## config.mk

```make
export PLATFORM = sky130hd
export DESIGN_NAME = f32add_rr_share
export DESIGN_NICKNAME = d
export VERILOG_FILES = /design/src/rtl/f32add_rr_share.sv
export SDC_FILE = /design/constraint.sdc
export NUM_CORES = 1
export LEC_CHECK = 0
export BUFFER_PORTS_ARGS = -buffer_cell sky130_fd_sc_hd__buf_2
export CORE_AREA = 5 5 161 163
export DETAILED_ROUTE_END_ITERATION = 7
export DIE_AREA = 0 0 166 168
export SYNTH_ARGS = -nofsm -noshare
export SYNTH_HDL_FRONTEND = slang
export SYNTH_SLANG_ARGS = --single-unit
```

## constraint.sdc

```tcl
create_clock -name clk -period 6.1 [get_ports clk]
set_input_delay 0.61 -clock clk [delete_from_list [all_inputs] [get_ports clk]]
set_output_delay 0.61 -clock clk [all_outputs]
set_load 0.02 [all_outputs]
```

## src/rtl/f32add_rr_share.sv

```systemverilog
// -----------------------------------------------------------------------------
// f32add_rr_share
//
// Purpose:
//   Lets NUM_REQ requesters share one external combinational f32 adder.
//   A round-robin arbiter picks one requester per cycle. Its operands are
//   registered (stage S1) and driven to the adder. The adder result is
//   registered (stage S2) and returned on a single response channel, together
//   with the requester index and the request tag.
//
//   The block never looks at operand values. NaN, Inf, zero and denormal
//   operands reach the adder unchanged, and add_out reaches rsp_data bit-exact.
//
// Optional feature:
//   Define F32ADD_RR_SHARE_STATS_EN to add two registered 32-bit counters:
//     stat_ops   - completed response handshakes
//     stat_stall - cycles with rsp_valid & !rsp_ready
//   Both counters wrap at 2^32 and clear on rst.
//
// Ports:
//   clk        in   1              rising-edge clock
//   rst        in   1              synchronous, active-high reset
//   req_valid  in   NUM_REQ        per-requester request valid
//   req_ready  out  NUM_REQ        per-requester accept (one-hot or zero)
//   req_x      in   32*NUM_REQ     operand x, requester i at [32*i +: 32]
//   req_y      in   32*NUM_REQ     operand y, same packing
//   req_tag    in   TAG_W*NUM_REQ  tag, requester i at [TAG_W*i +: TAG_W]
//   add_x      out  32             registered operand x to the shared adder
//   add_y      out  32             registered operand y to the shared adder
//   add_out    in   32             adder sum, combinational in add_x/add_y
//   rsp_valid  out  1              response valid
//   rsp_ready  in   1              response consumer ready
//   rsp_id     out  ID_W           index of the requester that issued it
//   rsp_tag    out  TAG_W          tag echoed from the request
//   rsp_data   out  32             f32 sum
//   stat_ops   out  32             (STATS_EN only) response handshakes
//   stat_stall out  32             (STATS_EN only) backpressured cycles
//
// Handshake semantics (request and response channels alike):
//   A transfer happens on a rising edge where valid and ready are both high.
//   The producer holds valid and its payload stable until that transfer
//   happens. ready may depend combinationally on valid. valid never depends
//   on ready.
// -----------------------------------------------------------------------------
module f32add_rr_share #(
    parameter int NUM_REQ = 4,
    parameter int TAG_W   = 4,
    parameter int ID_W    = $clog2(NUM_REQ)
) (
    input  logic                     clk,
    input  logic                     rst,
    input  logic [NUM_REQ-1:0]       req_valid,
    output logic [NUM_REQ-1:0]       req_ready,
    input  logic [32*NUM_REQ-1:0]    req_x,
    input  logic [32*NUM_REQ-1:0]    req_y,
    input  logic [TAG_W*NUM_REQ-1:0] req_tag,
    output logic [31:0]              add_x,
    output logic [31:0]              add_y,
    input  logic [31:0]              add_out,
    output logic                     rsp_valid,
    input  logic                     rsp_ready,
    output logic [ID_W-1:0]          rsp_id,
    output logic [TAG_W-1:0]         rsp_tag,
    output logic [31:0]              rsp_data
`ifdef F32ADD_RR_SHARE_STATS_EN
    ,
    output logic [31:0]              stat_ops,
    output logic [31:0]              stat_stall
`endif
);

    // One extra bit so that ptr + offset can be reduced modulo NUM_REQ
    // without overflowing, even at NUM_REQ = 16.
    localparam int IW1 = ID_W + 1;

    // ---------------------------------------------------------------------
    // Pipeline state
    // ---------------------------------------------------------------------
    logic              s1_valid;
    logic [31:0]       s1_x;
    logic [31:0]       s1_y;
    logic [ID_W-1:0]   s1_id;
    logic [TAG_W-1:0]  s1_tag;

    logic [ID_W-1:0]   ptr;

    logic              s2_adv;
    logic              s1_adv;
    logic              accept;

    // S2 can take a new value when it is empty or is being drained this
    // cycle. S1 can take a new request when it is empty or is moving into S2.
    // All three stages may move in the same cycle, which is what allows one
    // request per cycle.
    assign s2_adv = !rsp_valid || rsp_ready;
    assign s1_adv = s1_valid && s2_adv;
    assign accept = !s1_valid || s2_adv;

    assign add_x = s1_x;
    assign add_y = s1_y;

    // ---------------------------------------------------------------------
    // Round-robin arbiter
    // ---------------------------------------------------------------------
    logic              found;
    logic [ID_W-1:0]   grant_idx;
    logic [IW1-1:0]    cand;
    logic              grant_vld;
    logic [ID_W-1:0]   ptr_next;

    // Search order is ptr, ptr+1, ... modulo NUM_REQ. The first valid
    // requester met in that order wins.
    always_comb begin
        found     = 1'b0;
        grant_idx = '0;
        cand      = '0;
        for (int k = 0; k < NUM_REQ; k++) begin
            cand = {1'b0, ptr} + IW1'(k);
            if (cand >= IW1'(NUM_REQ)) begin
                cand = cand - IW1'(NUM_REQ);
            end
            if (!found && req_valid[cand[ID_W-1:0]]) begin
                found     = 1'b1;
                grant_idx = cand[ID_W-1:0];
            end
        end
    end

    assign grant_vld = found && accept && !rst;

    always_comb begin
        req_ready = '0;
        if (grant_vld) begin
            req_ready[grant_idx] = 1'b1;
        end
    end

    // The wrap is written out explicitly, so non-power-of-two NUM_REQ
    // values still return to index 0.
    always_comb begin
        if (grant_idx == ID_W'(NUM_REQ - 1)) begin
            ptr_next = '0;
        end else begin
            ptr_next = grant_idx + ID_W'(1);
        end
    end

    // Operand and tag select for the granted requester. The mux uses
    // constant slices only.
    logic [31:0]      sel_x;
    logic [31:0]      sel_y;
    logic [TAG_W-1:0] sel_tag;

    always_comb begin
        sel_x   = '0;
        sel_y   = '0;
        sel_tag = '0;
        for (int i = 0; i < NUM_REQ; i++) begin
            if (grant_idx == ID_W'(i)) begin
                sel_x   = req_x[32*i +: 32];
                sel_y   = req_y[32*i +: 32];
                sel_tag = req_tag[TAG_W*i +: TAG_W];
            end
        end
    end

    // ---------------------------------------------------------------------
    // S1 / S2 registers and arbitration pointer
    // ---------------------------------------------------------------------
    always_ff @(posedge clk) begin
        if (rst) begin
            s1_valid  <= 1'b0;
            s1_x      <= '0;
            s1_y      <= '0;
            s1_id     <= '0;
            s1_tag    <= '0;
            rsp_valid <= 1'b0;
            rsp_data  <= '0;
            rsp_id    <= '0;
            rsp_tag   <= '0;
            ptr       <= '0;
        end else begin
            // S2: while it is stalled, the response payload is held.
            if (s2_adv) begin
                rsp_valid <= s1_valid;
                if (s1_adv) begin
                    rsp_data <= add_out;
                    rsp_id   <= s1_id;
                    rsp_tag  <= s1_tag;
                end
            end

            // S1: when accept is high, any old content has either moved to
            // S2 this cycle or was never valid. So S1 is either refilled by
            // the grant or left empty.
            if (accept) begin
                s1_valid <= grant_vld;
            end

            if (grant_vld) begin
                s1_x   <= sel_x;
                s1_y   <= sel_y;
                s1_id  <= grant_idx;
                s1_tag <= sel_tag;
                ptr    <= ptr_next;
            end
        end
    end

    // ---------------------------------------------------------------------
    // Optional statistics
    // ---------------------------------------------------------------------
`ifdef F32ADD_RR_SHARE_STATS_EN
    always_ff @(posedge clk) begin
        if (rst) begin
            stat_ops   <= '0;
            stat_stall <= '0;
        end else begin
            if (rsp_valid && rsp_ready) begin
                stat_ops <= stat_ops + 32'd1;
            end
            if (rsp_valid && !rsp_ready) begin
                stat_stall <= stat_stall + 32'd1;
            end
        end
    end
`else
    // Statistics disabled: no counters and no extra ports.
`endif

endmodule

```

# Word level (Yosys, flattened, before mapping)
# Cells that the tools add are included.
dict set report word_totals {
  out_inout_bits 107
  inputBits 311
  reg_bits 112
}
dict set report op_classes {
  muxes 36
  eq_ne 3
  order_cmp 10
  n_addsub 8
  n_reduce_logical 17
}
# cell count
set op_table {}
lappend op_table {{32-bit 2-to-1 mux} 8}
lappend op_table {{4-bit 2-to-1 mux} 5}
lappend op_table {{2-bit 2-to-1 mux} 9}
lappend op_table {{2-bit by 3-bit < comparator with 1-bit output (second input constant)} 5}
lappend op_table {{3-bit >= comparator (second input constant)} 3}
lappend op_table {{1-bit 2-to-1 mux} 9}
lappend op_table {{1-bit binary-select mux with 2-bit select} 4}
lappend op_table {{2-bit by 1-bit subtractor with 2-bit output (second input constant)} 4}
lappend op_table {{1-bit logical AND} 7}
lappend op_table {{2-bit by 2-bit adder with 3-bit output (second input constant)} 2}
lappend op_table {{1-bit zero test} 6}
lappend op_table {{2-bit equality test (second input constant)} 2}
lappend op_table {{2-bit by 1-bit adder with 3-bit output (second input constant)} 1}
lappend op_table {{2-bit by 3-bit >= comparator with 1-bit output (second input constant)} 1}
lappend op_table {{2-bit by 1-bit adder with 2-bit output (second input constant)} 1}
lappend op_table {{1-bit demux with 2-bit select} 1}
lappend op_table {{2-bit by 1-bit equality test with 1-bit output (second input constant)} 1}
lappend op_table {{2-bit by 1-bit >= comparator with 1-bit output (second input constant)} 1}
lappend op_table {{2-bit zero test} 1}
lappend op_table {{1-bit logical OR} 2}
lappend op_table {{2-bit AND reduction} 1}

# Depth between registers and ports, before layout
# Gate-level depths: netlist of run 1.
dict set report logic_depth {
  word_depth 19
  mapped_depth 11
}

# Worst setup path before layout of run 1
# No wires, ideal clock.
dict set report synth_path {
  kind {input to output}
  start {input req_valid[2]}
  end {output req_ready[1]}
  n_path_buf 2
  t_arrival_ns 2.171
  setup_slack_ns 3.319
  stages 7
  cell_sequence {nor2b_1 > a21boi_0 > o32ai_1 > ha_1 > buf_2 > clkbuf_1 > and2_1}
}
dict set report synth_via {
  elab_chain_len 17
}
# element line_no
set synth_rtl {}
lappend synth_rtl {{start: declaration} 52} ;# input logic [NUM_REQ-1:0] req_valid,
lappend synth_rtl {{1-bit binary-select mux with 2-bit select} 122} ;# if (!found && req_valid[cand[ID_W-1:0]]) begin
lappend synth_rtl {{1-bit 2-to-1 mux (implied by the code)} 122}
lappend synth_rtl {{1-bit 2-to-1 mux} 122}
lappend synth_rtl {{1-bit zero test} 122}
lappend synth_rtl {{1-bit logical AND} 122}
lappend synth_rtl {{1-bit 2-to-1 mux} 122}
lappend synth_rtl {{1-bit zero test} 122}
lappend synth_rtl {{1-bit logical AND} 122}
lappend synth_rtl {{1-bit 2-to-1 mux} 122}
lappend synth_rtl {{1-bit zero test} 122}
lappend synth_rtl {{1-bit logical AND} 122}
lappend synth_rtl {{2-bit 2-to-1 mux} 122}
lappend synth_rtl {{2-bit by 3-bit < comparator with 1-bit output (implied by the code) or 2-bit by 1-bit >= comparator with 1-bit output (tied branches)} 134} ;# req_ready[grant_idx] = 1'b1;
lappend synth_rtl {{1-bit logical AND (implied by the code)} 134}
lappend synth_rtl {{1-bit 2-to-1 mux (implied by the code)} 134}
lappend synth_rtl {{1-bit demux with 2-bit select} 134}
lappend synth_rtl {{4-bit 2-to-1 mux (*)} 133} ;# if (grant_vld) begin
lappend synth_rtl {{end: declaration} 53} ;# output logic [NUM_REQ-1:0] req_ready,
# Every way passes the cells marked *; elsewhere a longest branch is shown, timed or not. The select of a mux whose other input is x is not followed.

# Worst setup path after layout of run 1
dict set report layout_path {
  start {input req_valid[2]}
  end {register s1_x[21], in the netlist add_x[21]}
}
dict set report layout_via {
  elab_chain_len 17
}
# element line_no
set layout_rtl {}
lappend layout_rtl {{1-bit binary-select mux with 2-bit select} 122}
lappend layout_rtl {{1-bit 2-to-1 mux (implied by the code)} 122}
lappend layout_rtl {{1-bit 2-to-1 mux} 122}
lappend layout_rtl {{1-bit zero test} 122}
lappend layout_rtl {{1-bit logical AND} 122}
lappend layout_rtl {{1-bit 2-to-1 mux} 122}
lappend layout_rtl {{1-bit zero test} 122}
lappend layout_rtl {{1-bit logical AND} 122}
lappend layout_rtl {{1-bit 2-to-1 mux} 122}
lappend layout_rtl {{1-bit zero test} 122}
lappend layout_rtl {{1-bit logical AND} 122}
lappend layout_rtl {{2-bit 2-to-1 mux (*)} 122}
lappend layout_rtl {{named net grant_idx[1]} 106} ;# logic [ID_W-1:0] grant_idx;
lappend layout_rtl {{2-bit zero test} 159} ;# if (grant_idx == ID_W'(i)) begin
lappend layout_rtl {{32-bit 2-to-1 mux (3 in a row)} 159}
lappend layout_rtl {{32-bit 2-to-1 mux (*)} 159}
lappend layout_rtl {{end signal: assignment} 201} ;# s1_x <= sel_x;
lappend layout_rtl {{end: declaration} 80} ;# logic [31:0] s1_x;
# The timed path passes the listed nets; every way through them passes the cells marked *. The select of a mux whose other input is x is not followed.
# A chain may end at the register's enable or synchronous reset.

==> results.tsv, run 1 <==
metric	value	unit
status	completed	
synth.ff_latch_count	112	
ir_drop	205	uV
slew_headroom	36.5	%
gr-usage-all-layers	15.7	%
syn_area_per_cell	8.86	sq um
die_x	166	um
via_count	6494	
min_path_type	flop to flop	
crit_type	input port to flop	
syn_nets	933	
netlist_top_cells_count	112 x dfxtp_1, 81 x nand2_1, 67 x a221oi_1, 67 x o22ai_1, 51 x nand3b_1	
critPathSlowestCell	buf_4	
cp_cell_sequence	buf_2 -> nor2b_1 -> a21boi_0 -> o32ai_1 -> inv_1 -> ha_1 -> inv_2 -> buf_4 -> nand2_2 -> buf_4 -> o22ai_1 -> o31ai_2	
seqCellArea	0.00224	sq mm
synthToLayoutAreaGrowth	46.1	%
grt_max_degree	81	
post-synth-top-area-fraction	40.9	%
cpMostUsedCell	buf_4	
io_pins	418	
slowest_delay	0.53	ns
drc	0	
clkSinkCount	112	
synth-seq-area-share	40.9	%
synth_enable_flop_cells	0	
finalSetupViolCount	0	
gp_congestion	0.905	
r2r_cells	10	
initial_core_util	22.7	%
timing.final.crit_share	55.5	%
final_antenna_net_count	0	
synth.largest_area_cell	dfxtp_1	
insertion_delay	0.35	ns
async_reset_ff_share	0	%
finalWirelength	23.7	mm
cts_buffer_depth	2	
syn_inst	618	
grt_pass1_vias	6316	
antenna_found_initial	2	
synth_compound_area_share	34.7	%
drv_cap	0	
start_kind	input port	
max_freq	295	MHz
holdBufCountCts	0	
synth_flop_cell	dfxtp_1	
required	6.31	ns
avgViaCountPerCell	4.96	
p_leak	3.64	nW
grt_pass1_wl	35.7	mm
multiInputGateArea	0.00290	sq mm
grt-ovfl-total	0	
cts.htree.levels	3	
fp.coreArea	0.0242	sq mm
synth_xor_area_share	0	%
final_hold_viol_count	0	
worstSetupEndpointType	flop	
p_per_area	377	mW/mm^2
yosysMostFrequentCell	dfxtp_1	
path_max_fanout	67	
worstPathArrival	3.60	ns
fin_crit	3.39	ns
holdPathEnd	rsp_data[6]	
yosysWarnings	0	
drive_gt1_share	47.8	%
netlist_area	0.00548	sq mm
die_h	168	um
synth.top_cells.by_area	dfxtp_1 41%, a221oi_1 11%, o22ai_1 7.7%, nand3b_1 7.0%, o31ai_1 6.4%	
synthDistinctLibCells	36	
synth_mux_area_share	0	%
portBuffers	417	
fillers	2582	
rows	57	
synth_top_family_by_area	compound AO/OA/AOI/OAI gates	
first_iter_violations	352	
rsz0062_at_grt	false	
rrSetupSlack	2.82	ns
cts-root-buf	clkbuf_16	
skew	0.00899	ns
final_cells	1310	
slew_violations	0	
synthSimpleGateAreaFrac	16.8	%
reg2reg_to	add_x[21]	
reg2reg_from	ptr[1]	
tightest_slew	0.947	ns
cts_resized	0	
drt_first_pass_iters	5	
wire_per_inst	18.1	um
cts_buffers	9	
cts_tree	yes	
fin_nets	1295	
dp_hpwl	17.8	mm
place_inst	1293	
final.setup.tns	0	ns
min_path_cells	2	
synth-adder-area-share	0.914	%
cts.clk_slew.worst_paths	0.08	ns
die_area	0.0279	sq mm
worstHoldStart	rsp_data[6]	
postCtsSetupBuffers	0	
-- stage by stage --
step           hold slack, ns  cell area, sq um  power, mW  worst slack, ns  utilization (%)
4_1_cts                 0.457              8000       3.06             2.71             33.1
3_5_place_dp            0.445              7700       2.44             2.30             31.9
3_3_place_gp            0.439              7700       2.42             2.41             31.9
5_1_grt                 0.461              8000       3.22             2.47             33.1
2_1_floorplan           0.432              5480       1.94             3.32                -
6_report                0.451              8000       3.02             2.71             33.1
-- per-layer routing --
metal  GRT usage, %  vias up  share of wire (%)
li1               -     3129                  -
met1           20.3     3019                 43
met2           26.1      312                 48
met3           4.03       32                7.3
met4           4.45        2                2.1
met5              0        -              0.055
-- worst max-delay path: cells and delay by family --
kind | cells | cell delay [ns]
buffers and inverters | 5 | 1.48
adder cells (fa/ha/maj) | 1 | 0.25
AO/OA/AOI/OAI | 4 | 1.01
AND/OR/NAND/NOR | 2 | 0.21
-- layout make-up --
| cell class | count | area share, % |
|---|---|---|
| flip-flops and latches | 112 | 28.0 |
| multi-input cells | 429 | 36.3 |
| inverters | 4 | 0.188 |
| repair buffers | 424 | 26.7 |
| clock inverters | 7 | 0.907 |
| diodes | 1 | 0.0313 |
| clock buffers | 9 | 2.81 |
| well taps | 324 | 5.06 |
-- sequential cells by signal, summed over array words and instances (netlist names) --
| register | flops |
|---|---|
| add_x | 32 |
| add_y | 32 |
| ptr | 2 |
| rsp_data | 32 |
| rsp_id | 2 |
| rsp_tag | 4 |
| rsp_valid | 1 |
| s1_id | 2 |
| s1_tag | 4 |
| s1_valid | 1 |
-- where the power goes --
group / internal [mW] / total (mW) / switching (mW) / leakage (nW)
Clock: 0.291 / 0.604 / 0.313 / 0.147
Sequential: 0.927 / 1.03 / 0.107 / 0.929
Combinational: 0.506 / 1.38 / 0.874 / 2.56
Total: 1.72 / 3.02 / 1.29 / 3.64
-- logic make-up after synthesis --
logic type                 Yosys count
AOI/OAI and AO/OA                  252
DFF                                112
buffers and inverters               77
adders and majority gates            4
and+or+nand+nor                    173
-- worst max-delay path by stage --
stage / startpoint / end / slack (ns) / cells past startpoint
5_1_grt: req_valid[2] / add_x[21] / 2.47 / 12
2_1_floorplan: req_valid[2] / req_ready[1] / 3.32 / 7
3_3_place_gp: req_valid[2] / add_x[11] / 2.41 / 12
6_report: req_valid[2] / add_x[21] / 2.71 / 12
4_1_cts: req_valid[2] / add_y[0] / 2.71 / 12
3_5_place_dp: req_valid[2] / add_x[21] / 2.30 / 12
-- cell usage in the layout (no fill, tap or decap), drive strengths merged --
| cell type | count |
|---|---|
| o32ai | 1 |
| nand2 | 81 |
| a32o | 1 |
| a211o | 1 |
| o31ai | 67 |
| nor3b | 2 |
| a211oi | 2 |
| clkbuf | 9 |
| nand2b | 1 |
| o22ai | 67 |
| inv | 8 |
| a21boi | 1 |
| a221oi | 67 |
| and2 | 3 |
| nor2 | 6 |
| o21ai | 1 |
| dfxtp | 112 |
| o41ai | 1 |
| clkinv | 3 |
| nand3b | 51 |
| a21oi | 41 |
| nand3 | 19 |
| nor4 | 1 |
| nor2b | 7 |
| diode | 1 |
| nor3 | 1 |
| or2 | 1 |
| buf | 424 |
| a31oi | 1 |
| ha | 4 |
| o22a | 1 |
No activity file was read; power rests on OpenSTA's default activity.
==> inputs of run 2 (changes only) <==
--- a/config.mk
+++ b/config.mk
@@ -6,9 +6,9 @@
 export NUM_CORES = 1
 export LEC_CHECK = 0
 export BUFFER_PORTS_ARGS = -buffer_cell sky130_fd_sc_hd__buf_2
-export CORE_AREA = 5 5 161 163
+export CORE_AREA = 5 5 158 160
 export DETAILED_ROUTE_END_ITERATION = 7
-export DIE_AREA = 0 0 166 168
+export DIE_AREA = 0 0 163 165
 export SYNTH_ARGS = -nofsm -noshare
 export SYNTH_HDL_FRONTEND = slang
 export SYNTH_SLANG_ARGS = --single-unit
==> constraint.sdc (replaced) <==
create_clock -name clk -period 3.1 [get_ports clk]
set_input_delay 0.31 -clock clk [delete_from_list [all_inputs] [get_ports clk]]
set_output_delay 0.31 -clock clk [all_outputs]
set_load 0.02 [all_outputs]
==> results.tsv, run 2 (synthesized netlist as in run 1, its figures left out) <==
metric	value	unit	change
final_antenna_net_count	0		unchanged
p_switching	2.55	mW	+97%
max_freq	381	MHz	
drv_cap	0		unchanged
via_count	6495		+0.015%
postCtsSetupBuffers	0		unchanged
grt-ovfl-total	0		unchanged
path_max_fanout	65		-3.0%
setup.worst_path.start	ptr[1]		
grt_pass1_wl	35.2	mm	-1.4%
status	completed		
cts_buffers	9		unchanged
p_leak	3.69	nW	+1.3%
initial_core_util	23.5	%	+0.89 points
first_iter_violations	411		+17%
final_util	34.8	%	+1.7 points
portBuffers	417		unchanged
clkPwrFrac	19.5	%	-0.5 points
finalWirelength	23.8	mm	+0.38%
skew	0.0141	ns	+0.00506 ns
clkSinkCount	112		unchanged
dp_slack	0.487	ns	-1.82 ns
finalSetupViolCount	0		unchanged
ir_drop	285	uV	+39%
die_h	165	um	-1.8%
whs	0.187	ns	-0.264 ns
cts.clk_slew.worst_paths	0.09	ns	about the same
slew_headroom	41.0	%	+4.5 points
rrSetupSlack	0.64	ns	-2.18 ns
p_per_area	741	mW/mm^2	+97%
final_hold_viol_count	0		unchanged
grt_max_degree	68		-16%
io_pins	418		unchanged
avgViaCountPerCell	4.96		about the same
min_path_type	input port to flop		
slowest_delay	0.39	ns	-0.14 ns
insertion_delay	0.35	ns	about the same
worstHoldStart	add_out[27]		
layout_setup_ws	0.477	ns	-2.24 ns
gr-usage-all-layers	16.4	%	+0.71 points
wire_per_inst	18.2	um	+0.38%
drc	0		unchanged
drive_gt1_share	48.0	%	+0.22 points
critPathBufInv	5		unchanged
final_cell_mix	416 x buf_2, 112 x dfxtp_1, 80 x nand2_1		
fin_nets	1301		+0.46%
r2r_cells	9		-1
rows	56		-1.8%
p_comb_share	46.7	%	+1.0 points
cts_tree	yes		
grt_pass1_vias	6299		-0.27%
diodes	0		-1
gp_congestion	0.846		-6.5%
holdPathEnd	rsp_data[27]		
final_common_cell	buf_2		
holdBufCountCts	0		unchanged
critPathSlowestCell	dfxtp_1		
slew_violations	0		unchanged
tightest_slew	0.884	ns	-0.0631 ns
fp.coreArea	0.0233	sq mm	-3.8%
drt_first_pass_iters	5		unchanged
critPathTopFamily	buffers and inverters		
cts_buffer_depth	2		unchanged
required	2.79	ns	-3.52 ns
crit_type	flop to primary output		
cts_resized	0		unchanged
worstSetupEndpointType	primary output		
fillers	2469		-4.4%
cp_cell_sequence	a21boi_0 -> o32ai_1 -> buf_4 -> inv_1 -> ha_1 -> inv_2 -> buf_12 -> nor2_1 -> buf_2		
switching_share	42.5	%	-0.36 points
reg2reg_to	add_x[31]		
final.setup.tns	0	ns	unchanged
p_seq_share	33.8	%	-0.5 points
synthToLayoutAreaGrowth	47.8	%	
rsz0062_at_grt	false		
fin_crit	2.62	ns	
cts.htree.levels	3		unchanged
min_path_cells	3		+1
intPower	3.45	mW	+100%
worstPathArrival	2.31	ns	-1.29 ns
cts-root-buf	clkbuf_16		
dp_hpwl	18.0	mm	+1.1%
reg2reg_from	ptr[1]		
timing.final.crit_share	84.6	%	
antenna_found_initial	0		-2
die_x	163	um	-1.8%
die_area	0.0269	sq mm	-3.6%
start_kind	flop		
run 2: layer usage:
metal  GRT usage [%]  share of wire [%]
met5               0                  0
met4            4.42                1.9
met3            5.14                9.4
met2            26.9                 47
met1            21.0                 41
run 2: power groups by stage:
stage	sequential, mW	clock (mW)	combinational, mW
after floorplan	2.46	0	1.36
after global placement	2.05	0	2.81
after detailed placement	2.05	0	2.82
after CTS	2.03	1.23	2.83
after global routing	2.07	1.29	3.04
final	2.03	1.17	2.80
run 2: area by class of cell:
| type | instances | area [sq um] | area share [%] |
|---|---|---|---|
| clock buffer | 10 | 229 | 2.83 |
| sequential | 112 | 2240 | 27.7 |
| tap | 319 | 399 | 4.93 |
| timing repair buffer | 430 | 2250 | 27.8 |
| multi-input combinational | 429 | 2900 | 35.8 |
| inverter | 4 | 15.0 | 0.185 |
| clock inverter | 6 | 61.3 | 0.757 |
run 2: per-stage QoR:
stage	area, sq um	power (mW)	instances
6_report	8100	6.00	1310
4_1_cts	8100	6.09	1310
3_5_place_dp	7810	4.88	1294
3_3_place_gp	7810	4.85	1294
2_1_floorplan	5480	3.82	618
5_1_grt	8100	6.39	1310
run 2: tightest hold or removal path, stage by stage:
cell and delay (ns):
buf_2 0.09, nand2_1 0.05, a21oi_1 0.05
run 2: worst max-delay path by stage:
stage / to / depth (start not counted)
final: req_ready[3] / 9
after detailed placement: add_x[31] / 11
after global routing: req_ready[3] / 9
after floorplan: add_x[29] / 11
after global placement: add_x[30] / 11
after CTS: req_ready[3] / 9
